==> config.mk <==
export PLATFORM = sky130hd
export DESIGN_NAME = uart_rx_fifo_flat
export DESIGN_NICKNAME = d
export VERILOG_FILES = /design/src/rtl/uart_rx_fifo_if.sv /design/src/rtl/uart_rx_fifo.sv /design/src/flat_wrapper.sv
export SDC_FILE = /design/constraint.sdc
export NUM_CORES = 1
export LEC_CHECK = 0
export ABC_AREA = 1
export CORE_UTILIZATION = 40
export CTS_CLUSTER_DIAMETER = 30
export DETAILED_ROUTE_END_ITERATION = 8
export GPL_ROUTABILITY_DRIVEN = 1
export PLACE_DENSITY = 0.63
export SYNTH_ARGS = -nofsm -noshare
export SYNTH_HDL_FRONTEND = slang
export SYNTH_SLANG_ARGS = --single-unit
export TNS_END_PERCENT = 1
==> constraint.sdc <==
create_clock -name clk -period 3.1 [get_ports clk]
set_input_delay 0.775 -clock clk [delete_from_list [all_inputs] [get_ports clk]]
set_output_delay 0.775 -clock clk [all_outputs]
set_load 0.05 [all_outputs]
==> src/rtl/uart_rx_fifo_if.sv <==
// Byte stream handshake between the UART receiver side and the host read side.
// The FIFO takes the slave view; the environment driving it takes the master view.
interface uart_rx_fifo_if;
  logic       wr_valid;
  logic [7:0] wr_data;
  logic       rd_ready;
  logic       rd_valid;
  logic [7:0] rd_data;

  modport master (output wr_valid, wr_data, rd_ready, input rd_valid, rd_data);
  modport slave  (input wr_valid, wr_data, rd_ready, output rd_valid, rd_data);
endinterface

==> src/rtl/uart_rx_fifo.sv <==
// Receive byte FIFO (first-word-fall-through) with overrun, level threshold and
// character-timeout flags; the timeout is measured in receiver sample ticks.
//
// Timeout FSM states:
//   state     | meaning
//   EMPTY     | FIFO empty, idle counter held at 0
//   COUNTING  | data waiting, idle counter below the timeout limit
//   TIMED_OUT | idle counter saturated at the limit, timeout asserted
module uart_rx_fifo #(
  parameter int DEPTH         = 16,
  parameter int SAMPLE_RATE   = 24,
  parameter int TIMEOUT_CHARS = 4,
  parameter int THRESHOLD     = 8
) (
  input  logic                   clk,
  input  logic                   rstb,
  input  logic                   clk_en,
  uart_rx_fifo_if.slave          bus,
  output logic [$clog2(DEPTH):0] level,
  output logic                   full,
  output logic                   overrun,
  input  logic                   clr_overrun,
  output logic                   level_irq,
  output logic                   timeout
);

  localparam int AW    = $clog2(DEPTH);
  localparam int LW    = AW + 1;
  localparam int TICKS = TIMEOUT_CHARS * 10 * SAMPLE_RATE;
  localparam int CW    = $clog2(TICKS + 1);

  localparam logic [LW-1:0] DEPTH_L   = LW'(DEPTH);
  localparam logic [LW-1:0] THRESH_L  = LW'(THRESHOLD);
  localparam logic [CW-1:0] TICKS_C   = CW'(TICKS);

  typedef enum logic [1:0] {EMPTY, COUNTING, TIMED_OUT} tmo_state_t;

  logic [7:0]    mem [DEPTH];
  logic [AW-1:0] wr_ptr;
  logic [AW-1:0] rd_ptr;
  logic [LW-1:0] level_nxt;
  logic          push;
  logic          pop;
  logic          drop;

  tmo_state_t    state;
  tmo_state_t    state_nxt;
  logic [CW-1:0] cnt;
  logic [CW-1:0] cnt_nxt;

  assign bus.rd_valid = (level != '0);
  assign bus.rd_data  = mem[rd_ptr];
  assign full         = (level == DEPTH_L);
  assign level_irq    = (level >= THRESH_L);
  assign timeout      = (state == TIMED_OUT);

  // A pop in the same cycle frees a slot, so a full FIFO still accepts the push.
  assign pop  = bus.rd_valid && bus.rd_ready;
  assign push = bus.wr_valid && (!full || pop);
  assign drop = bus.wr_valid && full && !pop;

  always_comb begin
    level_nxt = level;
    if (push && !pop)
      level_nxt = level + 1'b1;
    else if (pop && !push)
      level_nxt = level - 1'b1;
  end

  always_ff @(posedge clk) begin
    if (push)
      mem[wr_ptr] <= bus.wr_data;
  end

  always_ff @(posedge clk or negedge rstb) begin
    if (!rstb) begin
      wr_ptr  <= '0;
      rd_ptr  <= '0;
      level   <= '0;
      overrun <= 1'b0;
    end else begin
      if (push)
        wr_ptr <= wr_ptr + 1'b1;
      if (pop)
        rd_ptr <= rd_ptr + 1'b1;
      level <= level_nxt;
      if (drop)
        overrun <= 1'b1;
      else if (clr_overrun)
        overrun <= 1'b0;
    end
  end

  always_ff @(posedge clk or negedge rstb) begin
    if (!rstb) begin
      state <= EMPTY;
      cnt   <= '0;
    end else begin
      state <= state_nxt;
      cnt   <= cnt_nxt;
    end
  end

  // Dropped bytes are not activity: only accepted pushes and pops restart the count.
  always_comb begin
    state_nxt = state;
    cnt_nxt   = cnt;
    if (push || pop) begin
      cnt_nxt   = '0;
      state_nxt = (level_nxt == '0) ? EMPTY : COUNTING;
    end else if (level == '0) begin
      cnt_nxt   = '0;
      state_nxt = EMPTY;
    end else if (clk_en && (cnt != TICKS_C)) begin
      cnt_nxt   = cnt + 1'b1;
      state_nxt = (cnt_nxt == TICKS_C) ? TIMED_OUT : COUNTING;
    end else begin
      state_nxt = (cnt == TICKS_C) ? TIMED_OUT : COUNTING;
    end
  end

endmodule

==> src/flat_wrapper.sv <==
// flat-port wrapper written by rule: the top's interface ports become plain ports
module uart_rx_fifo_flat 
#(
  parameter int DEPTH         = 16,
  parameter int SAMPLE_RATE   = 24,
  parameter int TIMEOUT_CHARS = 4,
  parameter int THRESHOLD     = 8
)
  (clk, rstb, clk_en, level, full, overrun, clr_overrun, level_irq, timeout, bus_wr_valid, bus_wr_data, bus_rd_ready, bus_rd_valid, bus_rd_data);
  uart_rx_fifo_if bus_i ();
  input  logic clk;
  input  logic rstb;
  input  logic clk_en;
  output logic [$clog2(DEPTH):0] level;
  output logic full;
  output logic overrun;
  input  logic clr_overrun;
  output logic level_irq;
  output logic timeout;
  input wire logic [$bits(bus_i.wr_valid)-1:0] bus_wr_valid;
  input wire logic [$bits(bus_i.wr_data)-1:0] bus_wr_data;
  input wire logic [$bits(bus_i.rd_ready)-1:0] bus_rd_ready;
  output wire logic [$bits(bus_i.rd_valid)-1:0] bus_rd_valid;
  output wire logic [$bits(bus_i.rd_data)-1:0] bus_rd_data;
  assign bus_i.wr_valid = bus_wr_valid;
  assign bus_i.wr_data = bus_wr_data;
  assign bus_i.rd_ready = bus_rd_ready;
  assign bus_rd_valid = bus_i.rd_valid;
  assign bus_rd_data = bus_i.rd_data;
  uart_rx_fifo #(.DEPTH(DEPTH), .SAMPLE_RATE(SAMPLE_RATE), .TIMEOUT_CHARS(TIMEOUT_CHARS), .THRESHOLD(THRESHOLD)) u_core (.clk(clk), .rstb(rstb), .clk_en(clk_en), .bus(bus_i), .level(level), .full(full), .overrun(overrun), .clr_overrun(clr_overrun), .level_irq(level_irq), .timeout(timeout));
endmodule
==> flow_summary_export.csv <==
group,metric,value,unit
status,status,"finished, final reports clean",
global_route,antenna_found_initial,0,
layout,area_growth,18.34,%
clock_tree,cts_made_buffers,17,
layout,fillers,1402,
yosys,synth_edf_count,128,
sta,finalSetupViolCount,0,
sta,finalCriticalPeriod,2.921,ns
yosys,syn_inst,567,
yosys,yosysSeqAreaShare,0.6743,
worst_setup_path,cp-end-kind,"primary output",
clock_tree,cts.sinks,154,
layout,antenna_cells,0,
route,firstDrtPassIters,5,
sta,max_freq,0.3423,GHz
route,via_count,4503,
route,wl_per_cell,17.98,µm
power,ir_worst_vdd,0.6461,mV
sta,max_slew_margin,0.4597,
global_route,grt_pass1_vias,4514,
worst_setup_path,start_kind,"register",
sta,holdWs,0.5401,ns
route,drt_iter0_drc,444,
floorplan,core-area,16060,µm²
layout,multi_input_area,1911,µm²
clock_tree,postCtsHoldBufs,0,
worst_setup_path,cp_max_fo,64,
power,cellPowerDensity,958.4,nW/µm²
yosys,ys_types,32,
layout,drive_gt1_frac,0.1333,
worst_setup_path,cp.required,2.32,ns
placement,port_buffers,31,
yosys,yosys.cell_count.top_type,"edfxtp_1",
global_route,grt_overflow,0,
clock_tree,clock_latency,0.42,ns
yosys,synth_top_area_frac,0.5767,
floorplan,ios,32,
yosys,synth_top_cells_by_count,"edfxtp_1 (128), nor2_1 (91), o21ai_0 (68), nand2_1 (62), inv_1 (32)",
floorplan,die_y,131.1,µm
yosys,synth_flop_cell,"edfxtp_1",
worst_setup_path,critical_path_arrival,2.15,ns
clock_tree,htreeDepth,4,
sta,maxSlewViolCount,0,
sta,fin_skew,0.006655,ns
clock_tree,cts_tree,"yes",
clock_tree,cts.root.buffer_cell,"clkbuf_16",
floorplan,die_w,131.1,µm
placement,place.gp.congestion,0.8574,
floorplan,start_util,0.4151,
hold_path,hold_path_class,"register to register",
global_route,grt_use_total,0.1955,
placement,pre_cts_ws,0.4877,ns
sta,hold_viol,0,
route,drtAntennaViolNets,0,
yosys,avgSynthCellArea,11.76,µm²
sta,setup_tns,0,ns
clock_tree,clkTransAtPathRegs,0.06,ns
route,viasPerCell,5.323,
yosys,synth_area_leaders,"edfxtp_1 (58%), dfrtp_1 (9.8%), nor2_1 (5.1%)",
yosys,async_flop_share,0.1688,
yosys,synth_nets,591,
route,drcViolationCount,0,
yosys,ys_ff_latch,154,
global_route,grt_pass1_wl,24.53,mm
sta,rsz0062_at_grt,"false",
layout,nNetsFinal,641,
yosys,synth_warnings,0,
worst_setup_path,critical_path_class,"register to primary output",
placement,dpl.hpwl,9.865,mm
job,drv_cap,0,
sta,layout_setup_ws,0.1786,ns
clock_tree,cts.path.max_buffers,2,
yosys,netlist_area,6665,µm²
sta,worst_slew_pin_slew,0.8079,ns
global_route,grt_max_degree,66,
sta,fin_crit_sh,0.9424,
route,routed_wl,15.22,mm
power,power,7.560,mW
layout,seqCellArea,4496,µm²
yosys,post-synth-top-area-cell,"edfxtp_1",
floorplan,die-area,17180,µm²
floorplan,rows,46,
power,power_leakage,2.849,nW
-- logic make-up after synthesis --
group / synth area share
AND/OR/NAND/NOR: 0.1370
buffers and inverters: 0.03905
AO/OA/AOI/OAI: 0.1124
XOR/XNOR: 0.01840
flip-flops: 0.6743
adder cells (fa/ha/maj): 0.01877
-- report_power, final --
part / leakage [nW] / switching, mW / internal, mW / total (mW)
sequential: 1.49 / 0.172 / 2.51 / 2.68
combinational: 1.09 / 2.03 / 0.876 / 2.91
clock: 0.268 / 0.769 / 1.20 / 1.97
total: 2.85 / 2.97 / 4.59 / 7.56
-- layout by cell type, fill, tap and decap left out, drive strengths merged --
cell           netlist  routed
nand2               68      68
ha                  10      10
inv                 36      36
buf                  7      33
nor2                97      97
xnor2                1       1
nor3                 1       1
xor2                13      13
clkdlybuf4s50        0      21
nand3               31      31
dfrtp               26      26
edfxtp             128     128
a21oi                3       3
clkinvlp             0       2
o22ai               11      11
nand4                7       7
clkinv               2       6
o221ai              24      24
nor4                 1       1
dlymetal6s2s         0       2
o211ai               8       8
bufinv               0       2
o21ai               75      75
clkbuf              18      24
-- area by class of cell --
type | instances | area share
timing repair buffer | 56 | 0.06440
clock inverter | 8 | 0.01253
inverter | 38 | 0.01808
clock buffer | 24 | 0.05853
tap | 216 | 0.03426
multi-input combinational | 350 | 0.2422
sequential | 154 | 0.5700
-- layer usage --
| layer | routed length, µm | up-vias | GRT usage | share of wire |
|---|---|---|---|---|
| met1 | 7052 | 2174 | 0.2675 | 0.46 |
| met5 | 0 | - | 0 | 0 |
| met4 | 206 | 0 | 0.06220 | 0.014 |
| met2 | 6907 | 181 | 0.2997 | 0.45 |
| li1 | - | 2129 | - | - |
| met3 | 1049 | 19 | 0.05722 | 0.069 |
-- per-stage QoR --
step	util	instance area [µm²]	instances
2_1_floorplan	-	6665	567
3_3_place_gp	0.4560	7322	814
3_5_place_dp	0.4560	7322	814
4_1_cts	0.4909	7883	846
5_1_grt	0.4912	7888	846
6_report	0.4912	7888	846
-- worst paths after layout --
kind                                         startpoint                            to  slack (ns)  depth (start not counted)
setup reg to reg              u_core.level[0]$_DFF_PN0_   u_core.mem[11][4]$_DFFE_PP_        1.07                          8
max in group asynchronous                          rstb  u_core.rd_ptr[0]$_DFFE_PN0N_        2.09                          2
setup / recovery           u_core.rd_ptr[0]$_DFFE_PN0N_                bus_rd_data[6]        0.18                          7
hold reg to reg              u_core.overrun$_DFFE_PN0P_    u_core.overrun$_DFFE_PN0P_        0.54                          2
min in group asynchronous                          rstb     u_core.cnt[3]$_DFFE_PN0P_        0.72                          2
hold / removal               u_core.overrun$_DFFE_PN0P_    u_core.overrun$_DFFE_PN0P_        0.54                          2
-- state kept, by name, indices dropped and copies added (netlist names) --
name and cells:
u_core.level 5, u_core.rd_ptr 4, u_core.overrun 1, u_core.cnt 10, u_core.state 2, u_core.mem 128
u_core.wr_ptr 4
-- worst max-delay path, cell delays in order, from the launching register on --
cell	delay, ns
dfrtp_2	0.43
inv_2	0.11
buf_12	0.26
o21ai_0	0.11
o221ai_1	0.27
nand3_1	0.19
nand2_1	0.14
buf_4	0.20
-- timing repair --
item / 4_1_cts / 5_1_grt
setup buffers: 0 / 0
endpoints found under the setup margin: 0 / 2
resized for setup: 0 / 2
Power figures use the tool's default switching activity.
